[config.mk]
export PLATFORM = sky130hd
export DESIGN_NAME = mcpu_core
export DESIGN_NICKNAME = d
export VERILOG_FILES = /design/src/rtl/mcpu_pkg.sv /design/src/rtl/mcpu_core_alu.sv /design/src/rtl/mcpu_core.sv
export SDC_FILE = /design/constraint.sdc
export NUM_CORES = 1
export LEC_CHECK = 0
export ABC_AREA = 0
export BUFFER_PORTS_ARGS = -buffer_cell sky130_fd_sc_hd__buf_2
export CAP_MARGIN = 15
export CORE_MARGIN = 10
export CORE_UTILIZATION = 31
export DETAILED_ROUTE_END_ITERATION = 8
export PLACE_DENSITY = 0.49
export SKIP_CTS_REPAIR_TIMING = 1
export SLEW_MARGIN = 20
export SYNTH_ARGS = -nofsm -noshare
export SYNTH_HDL_FRONTEND = slang
export SYNTH_SLANG_ARGS = --single-unit
export TNS_END_PERCENT = 50
[constraint.sdc]
create_clock -name clk -period 5.9 [get_ports clk]
set_input_delay 0.295 -clock clk [delete_from_list [all_inputs] [get_ports clk]]
set_output_delay 0.295 -clock clk [all_outputs]
set_load 0.01 [all_outputs]
[src/rtl/mcpu_pkg.sv]
// Shared definitions for the multi-cycle CPU core:
// opcodes, FSM states, instruction layout and sign extension.
package mcpu_pkg;

  localparam int RA = 4;

  localparam logic [3:0] OP_ADDI = 4'h0;
  localparam logic [3:0] OP_ADD  = 4'h1;
  localparam logic [3:0] OP_BEQZ = 4'h2;
  localparam logic [3:0] OP_BNEZ = 4'h3;
  localparam logic [3:0] OP_SUB  = 4'h4;
  localparam logic [3:0] OP_AND  = 4'h5;
  localparam logic [3:0] OP_OR   = 4'h6;
  localparam logic [3:0] OP_XOR  = 4'h7;
  localparam logic [3:0] OP_LD   = 4'h8;
  localparam logic [3:0] OP_ST   = 4'h9;
  localparam logic [3:0] OP_HALT = 4'hA;
  localparam logic [3:0] OP_JMP  = 4'hF;

  typedef enum logic [2:0] {
    S_FETCH,
    S_DECODE,
    S_RDA,
    S_RDB,
    S_WB,
    S_HALT
  } state_e;

  typedef struct packed {
    logic [3:0] op;
    logic [3:0] d;
    logic [3:0] a;
    logic [3:0] b;
  } instr_t;

  function automatic logic [31:0] sx4(input logic [3:0] v);
    return {{28{v[3]}}, v};
  endfunction

  function automatic logic [31:0] sx8(input logic [7:0] v);
    return {{24{v[7]}}, v};
  endfunction

  function automatic logic [31:0] sx12(input logic [11:0] v);
    return {{20{v[11]}}, v};
  endfunction

endpackage

[src/rtl/mcpu_core_alu.sv]
// Combinational DW-wide ALU; unlisted opcodes add,
// which also serves ADDI and effective-address sums.
module mcpu_alu
  import mcpu_pkg::*;
#(
  parameter int DW = 16
) (
  input  logic [3:0]    op,
  input  logic [DW-1:0] a,
  input  logic [DW-1:0] b,
  output logic [DW-1:0] result
);

  always_comb begin
    result = a + b;
    case (op)
      OP_SUB:  result = a - b;
      OP_AND:  result = a & b;
      OP_OR:   result = a | b;
      OP_XOR:  result = a ^ b;
      default: result = a + b;
    endcase
  end

endmodule

[src/rtl/mcpu_core.sv]
// Multi-cycle CPU core: ROM fetch, external register-file RAM,
// stepped by clk2, with branches, jump and HALT.
module mcpu_core
  import mcpu_pkg::*;
#(
  parameter int DW       = 16,
  parameter int PW       = 5,
  parameter int RESET_PC = 0
) (
  input  logic          clk,
  input  logic          rst,
  input  logic          clk2,
  output logic [PW-1:0] pc,
  input  logic [15:0]   instr,
  output logic [RA-1:0] DA,
  output logic [DW-1:0] DOUT,
  input  logic [DW-1:0] DIN,
  output logic          RD,
  output logic          WR,
  output logic [7:0]    led,
  output logic          halted
);

  state_e        state_q, state_d;
  logic [PW-1:0] pc_q, pc_d;
  instr_t        ir_q, ir_d;
  instr_t        inst_w;
  logic [DW-1:0] a_q, a_d;
  logic [RA-1:0] eff_q, eff_d;
  logic [RA-1:0] da_q, da_d;
  logic [DW-1:0] dout_q, dout_d;
  logic          rd_q, rd_d;
  logic          wr_q, wr_d;
  logic          halted_q, halted_d;

  logic [3:0]    alu_op;
  logic [DW-1:0] alu_a, alu_b, alu_res;
  logic [PW-1:0] pc_inc, pc_br;

  assign inst_w = instr;
  assign pc_inc = pc_q + PW'(1);
  assign pc_br  = pc_q + PW'(sx8({ir_q.a, ir_q.b}));

  // In RDA the ALU forms R[a]+sx4 for ADDI and LD/ST addressing.
  always_comb begin
    alu_op = ir_q.op;
    alu_a  = a_q;
    alu_b  = DIN;
    if (state_q == S_RDA) begin
      alu_op = OP_ADD;
      alu_a  = DIN;
      alu_b  = DW'(sx4(ir_q.b));
    end
  end

  mcpu_alu #(.DW(DW)) u_alu (
    .op     (alu_op),
    .a      (alu_a),
    .b      (alu_b),
    .result (alu_res)
  );

  always_comb begin
    state_d  = state_q;
    pc_d     = pc_q;
    ir_d     = ir_q;
    a_d      = a_q;
    eff_d    = eff_q;
    da_d     = da_q;
    dout_d   = dout_q;
    rd_d     = rd_q;
    wr_d     = wr_q;
    halted_d = halted_q;
    if (clk2) begin
      unique case (state_q)
        S_FETCH: begin
          state_d = S_DECODE;
          rd_d    = 1'b0;
          wr_d    = 1'b0;
        end
        S_DECODE: begin
          ir_d = inst_w;
          case (inst_w.op)
            OP_ADDI, OP_ADD, OP_SUB, OP_AND,
            OP_OR, OP_XOR, OP_LD, OP_ST: begin
              state_d = S_RDA;
              da_d    = inst_w.a;
              rd_d    = 1'b1;
            end
            OP_BEQZ, OP_BNEZ: begin
              state_d = S_RDA;
              da_d    = inst_w.d;
              rd_d    = 1'b1;
            end
            OP_JMP: begin
              state_d = S_FETCH;
              pc_d = pc_q + PW'(sx12({inst_w.d, inst_w.a, inst_w.b}));
            end
            OP_HALT: begin
              state_d  = S_HALT;
              halted_d = 1'b1;
            end
            default: begin
              state_d = S_FETCH;
              pc_d    = pc_inc;
            end
          endcase
        end
        S_RDA: begin
          a_d = DIN;
          case (ir_q.op)
            OP_ADDI: begin
              state_d = S_WB;
              da_d    = ir_q.d;
              dout_d  = alu_res;
              rd_d    = 1'b0;
              wr_d    = 1'b1;
            end
            OP_BEQZ: begin
              state_d = S_FETCH;
              rd_d    = 1'b0;
              pc_d    = (DIN == '0) ? pc_br : pc_inc;
            end
            OP_BNEZ: begin
              state_d = S_FETCH;
              rd_d    = 1'b0;
              pc_d    = (DIN != '0) ? pc_br : pc_inc;
            end
            OP_LD: begin
              state_d = S_RDB;
              da_d    = alu_res[RA-1:0];
            end
            OP_ST: begin
              state_d = S_RDB;
              eff_d   = alu_res[RA-1:0];
              da_d    = ir_q.d;
            end
            default: begin
              state_d = S_RDB;
              da_d    = ir_q.b;
            end
          endcase
        end
        S_RDB: begin
          state_d = S_WB;
          rd_d    = 1'b0;
          wr_d    = 1'b1;
          da_d    = ir_q.d;
          dout_d  = alu_res;
          if (ir_q.op == OP_LD) begin
            dout_d = DIN;
          end else if (ir_q.op == OP_ST) begin
            dout_d = DIN;
            da_d   = eff_q;
          end
        end
        S_WB: begin
          state_d = S_FETCH;
          wr_d    = 1'b0;
          pc_d    = pc_inc;
        end
        S_HALT: begin
          state_d = S_HALT;
        end
        default: begin
          state_d = S_FETCH;
        end
      endcase
    end
  end

  always_ff @(posedge clk or posedge rst) begin
    if (rst) begin
      state_q  <= S_FETCH;
      pc_q     <= PW'(RESET_PC);
      ir_q     <= '0;
      a_q      <= '0;
      eff_q    <= '0;
      da_q     <= '0;
      dout_q   <= '0;
      rd_q     <= 1'b0;
      wr_q     <= 1'b0;
      halted_q <= 1'b0;
    end else begin
      state_q  <= state_d;
      pc_q     <= pc_d;
      ir_q     <= ir_d;
      a_q      <= a_d;
      eff_q    <= eff_d;
      da_q     <= da_d;
      dout_q   <= dout_d;
      rd_q     <= rd_d;
      wr_q     <= wr_d;
      halted_q <= halted_d;
    end
  end

  assign pc     = pc_q;
  assign DA     = da_q;
  assign DOUT   = dout_q;
  assign RD     = rd_q;
  assign WR     = wr_q;
  assign led    = {ir_q.op, ir_q.d};
  assign halted = halted_q;

endmodule

---- After elaboration in Yosys (flattened, before gate mapping) ----
Index checks and enable logic that the tools add are counted.
operators by class
  $add $sub $neg .......................... 5
  reductions and logical operators ........ 27
  multiplexer cells ....................... 26
  equal/unequal tests ..................... 31
  bitwise logic cells ..................... 3
operators with widths
  operator              count
  $mux W16              5
  $pmux W16 S4          1
  $eq A4 B3 Y1 const B  8
  $pmux W16 S2          1
  $eq A4 B4 Y1 const B  6
  $pmux W4 S3           2
  $pmux W5 S2           2
  $add A16 B16 Y16      1
  $and A16 B16 Y16      1
  $eq A4 B2 Y1 const B  4
  $logic_not A16 Y1     1
  $or A16 B16 Y16       1
  $reduce_bool A16 Y1   1
  $sub A16 B16 Y16      1
  $xor A16 B16 Y16      1
  $pmux W3 S5           1
  $pmux W5 S3           1
  $mux W4               3
  $pmux W3 S2           2
  $reduce_and A3 Y1     4
  $reduce_and A4 Y1     3
  $reduce_bool A3 Y1    4
  $reduce_or A11 Y1     1
  $add A5 B5 Y5         2
  21 further kinds      35
word-level totals
  bits in registers ....................... 64
  output and inout bits ................... 36
  bits of input ports ..................... 35
  logic and storage cells ................. 105

---- Logic depth before layout (Yosys ltp) ----
  depth in word-level cells ............... 7
  gate-level depth with buffers ........... 22
  mapped depth without buffers ............ 17

---- Hierarchy ----
From an unflattened synthesis, not the netlist that was laid out.
unflattened totals
  cells, all modules ...................... 716
  area, all modules ....................... 6,229.7 sq um
modules (own cells, without submodules)
  module     times used  area an instance (sq um)  cells each  sequential area each (sq um)
  mcpu_core  1           4,194.0                   426         1,601.5
  mcpu_alu   1           2,035.7                   290         0.0

---- Worst setup path after synthesis ----
Ideal clock, no wire load.
  kind .................................... register to register
  start point ............................. register state_q[2]
  end point ............................... register dout_q[15], in the netlist DOUT[15]
  stages on the path, launching flop included .. 22
  arrival ................................. 3.839 ns
  setup time .............................. 0.146 ns
  path buffers ............................ 5
  period minus slack after synthesis ...... 3.986 ns
  required time ........................... 5.754 ns
  path slack .............................. 1.914 ns
  cell sequence ........................... dfrtp_1 -> buf_6 -> or3b_1 -> buf_6 -> buf_6 -> clkbuf_1 -> clkbuf_1 -> nand2_1 -> nand2_1 -> inv_1 -> ha_1 -> o21a_1 -> a31oi_1 -> xnor2_1 -> ha_1 -> o211ai_1 -> or2_2 -> o2bb2ai_1 -> a211o_1 -> a21bo_2 -> mux2i_1 -> a311oi_1
between the ends
  longest elaborated chain between the ends .. 7
  elaborated cells between the ends (all ways) .. 22
  those cells by class .................... add/sub (2); eq/ne (7); mux (8); bitwise (3); reduce/logical (2)
RTL lines
  element                                         RTL line                          text
  start: declaration                              mcpu_core.sv:24                   state_e state_q, state_d;
  start signal: assignment                        mcpu_core.sv:185                  state_q <= state_d;
  $eq A3 B2 Y1                                    mcpu_core.sv:49, mcpu_core.sv:75
  $mux W16, or another cell as far along          -
  $add A16 B16 Y16, or another cell as far along  mcpu_core_alu.sv:21               default: result = a + b;
  $pmux W16 S4                                    mcpu_core_alu.sv:16               case (op)
  $mux W16                                        mcpu_core.sv:152                  end else if (ir_q.op == OP_ST) begin
  $mux W16                                        mcpu_core.sv:150                  if (ir_q.op == OP_LD) begin
  $pmux W16 S2                                    mcpu_core.sv:75                   unique case (state_q)
  end signal: assignment                          mcpu_core.sv:191                  dout_q <= dout_d;
  end: declaration                                mcpu_core.sv:31                   logic [DW-1:0] dout_q, dout_d;
Several ways; a longest one is shown, not always the timed one. The select of a mux whose other input is x is not followed.
A chain may end at the register's enable or synchronous reset.

---- Worst setup path after layout ----
  start point ............................. register state_q[2]
  end point ............................... register dout_q[12], in the netlist DOUT[12]
Same word-level chain as after synthesis.

==> out/metrics.yaml <==
placed_design:
  hpwlAfterDp_mm: 14.7
  gp_congestion: 0.866
  portBuffers: 70
  dpl.cell_count: 1032
sta:
  fin_skew_ns: 0.00912
  worst_pin_slew_ns: 1.02
  final_max_slew_viol_count: 0
  fmax_ghz: 0.214
  setup_viol: 0
  setup_tns_ns: 0
  slew_headroom_pct: 32.2
  rsz0062_at_grt: "false"
  hold_viol_final: 0
  min_period_over_period_pct: 79.1
  finalCriticalPeriod_ns: 4.67
floorplanning:
  io-pin-count: 71
  dieArea_sq_um: 26000
  core-area_sq_um: 19500
  num_rows: 51
  die_y_um: 161
  initial_core_util_pct: 31.7
  die_width_um: 161
layout:
  final_nets: 872
  stdcell_count: 1048
  nFillCells: 2080
  syn2layout_area_growth_pct: 13.4
  drive_gt1_share_pct: 19.0
  diodes: 0
yosys:
  yosysSeqAreaShare_pct: 25.9
  synth.area.top_cells: "dfrtp_1 26%, ha_1 11%, mux2_2 6.2%"
  synth_common_cells: "69 x a21oi_1, 64 x dfrtp_1, 57 x o21ai_0, 56 x ha_1"
  yosys.area.top_type_share_pct: 25.9
  synth_seq_cells: 64
  synth_edf_count: 0
  synth_warnings: 0
  yosysMostFrequentCell: "a21oi_1"
  synth_nets: 827
  syn_area_per_cell_sq_um: 8.43
  yosysTopAreaCell: "dfrtp_1"
  syn_inst: 733
  async_reset_ff_share_pct: 100
  synth_area_sq_um: 6180
  synthFlopType: "dfrtp_1"
  synth_cell_types: 66
clocking:
  cts_buffers: 9
  numClockSinks: 64
  path_clk_slew_ns: 0.07
  clockBufferDepth: 2
  htree_levels: 3
  root_buffer: "clkbuf_16"
  clk_latency_ns: 0.35
  cts_tree: "yes"
setup_path:
  cp_data_required_time_ns: 6.13
  critPathArrivalTime_ns: 4.89
  crit_fanout: 23
  critPathKind: "register to register"
  start_kind: "register"
  crit_path_end_kind: "register"
route:
  wl_per_cell_um: 19.3
  ant_nets: 0
  drc: 0
  post_drt_via_cell_ratio: 5.28
  routed-via-count: 5529
  drt-initial-drc-count: 326
  dr.pass1.iters: 5
  routed_wl_mm: 20.2
global_routing:
  grt_max_degree: 65
  overflow: 0
  grt_pass1_wl_mm: 32.1
  grt_pass1_vias: 5389
  antenna_found_initial: 0
  track_usage_pct: 15.5
hold_path:
  hold_class: "input pin to register"
power_and_ir_drop:
  power_density_nw_per_um2: 621
  ir_drop_mv: 0.198
  power_leakage_nw: 3.13
run_status:
  status: "complete, no violations"
flow_run:
  cap_violations: 0
==> metrics by stage <==
step                      total power [mW]  instance area, sq um  utilization [%]  hold slack (ns)  setup slack [ns]
after CTS                             4.38                  7010             35.9            0.181              1.33
after detailed placement              3.78                  6710             34.3            0.439              1.33
final                                 4.36                  7010             35.9            0.191              1.23
after global placement                3.79                  6710             34.3            0.437              1.49
after floorplan                       3.02                  6180                -            0.399              1.91
after global routing                  4.77                  7010             35.9            0.193             0.905
==> cell type report <==
| cell class | count | area, sq um | area share (%) |
|---|---|---|---|
| clock buffer | 9 | 225 | 3.21 |
| clock inverter | 7 | 80.1 | 1.14 |
| inverter | 51 | 191 | 2.73 |
| multi-input combinational | 572 | 4160 | 59.3 |
| sequential | 64 | 1600 | 22.8 |
| tap | 265 | 332 | 4.73 |
| timing repair buffer | 80 | 425 | 6.07 |
==> report_power, final <==
part	internal (mW)	switching, mW
clock	0.331	0.239
combinational	1.20	1.65
sequential	0.646	0.291
==> worst max-delay path, stage by stage (launching register included) <==
cell	delay [ns]
dfrtp_1	0.68
or3b_1	0.81
and3_1	0.60
nand2_2	0.27
nor2_1	0.15
a21oi_1	0.09
fa_1	0.44
a21oi_1	0.22
o21ai_0	0.14
a21oi_1	0.41
a21oi_1	0.17
or2_2	0.30
a31oi_1	0.15
o21ai_0	0.10
==> sequential cells by signal, summed over array words and instances (netlist names) <==
| register | count |
|---|---|
| pc | 5 |
| DOUT | 16 |
| ir_q | 5 |
| a_q | 16 |
| RD | 1 |
| led | 8 |
| WR | 1 |
| DA | 4 |
| eff_q | 4 |
| state_q | 3 |
| halted | 1 |
==> layer usage <==
| layer | part of all wire (%) | track usage, % |
|---|---|---|
| met1 | 50 | 21.5 |
| met2 | 45 | 24.6 |
| met3 | 4.1 | 2.62 |
| met4 | 0.92 | 3.60 |
| met5 | 0 | 0 |
==> cells in the final DEF (no fill, tap or decap), types with 10 or more instances in the layout <==
cell      n
mux2i_1  35
buf_4    10
a21o_1   10
a31oi_1  12
buf_2    70
o22ai_1  10
o21ai_0  57
nand3_1  11
a21oi_1  69
nor2_1   51
inv_1    50
xnor2_1  28
nor3_1   18
nor2b_1  17
mux2_2   34
dfrtp_1  64
ha_1     56
nand2_1  48
==> final timing paths <==
check	to	cells past startpoint	slack, ns	start
hold reg to reg	halted	1	0.45	halted
setup reg to reg	DOUT[12]	13	1.23	state_q[2]
hold / removal	led[0]	2	0.19	instr[8]
setup / recovery	DOUT[12]	13	1.23	state_q[2]
max in group asynchronous	a_q[5]	3	5.09	rst
min in group asynchronous	pc[3]	3	0.22	rst
==> cells by family (layout without fill, tap and decap cells) <==
kind of cell	Yosys count	after routing	synth area share [%]
flip-flops	64	64	25.9
XOR/XNOR	38	38	5.51
adder cells (fa/ha/maj)	59	59	12.3
AND/OR/NAND/NOR	190	190	15.1
buffers and inverters	97	147	7.00
multiplexers	70	70	12.1
AO/OA/AOI/OAI	215	215	22.1
Power figures use the tool's default switching activity.
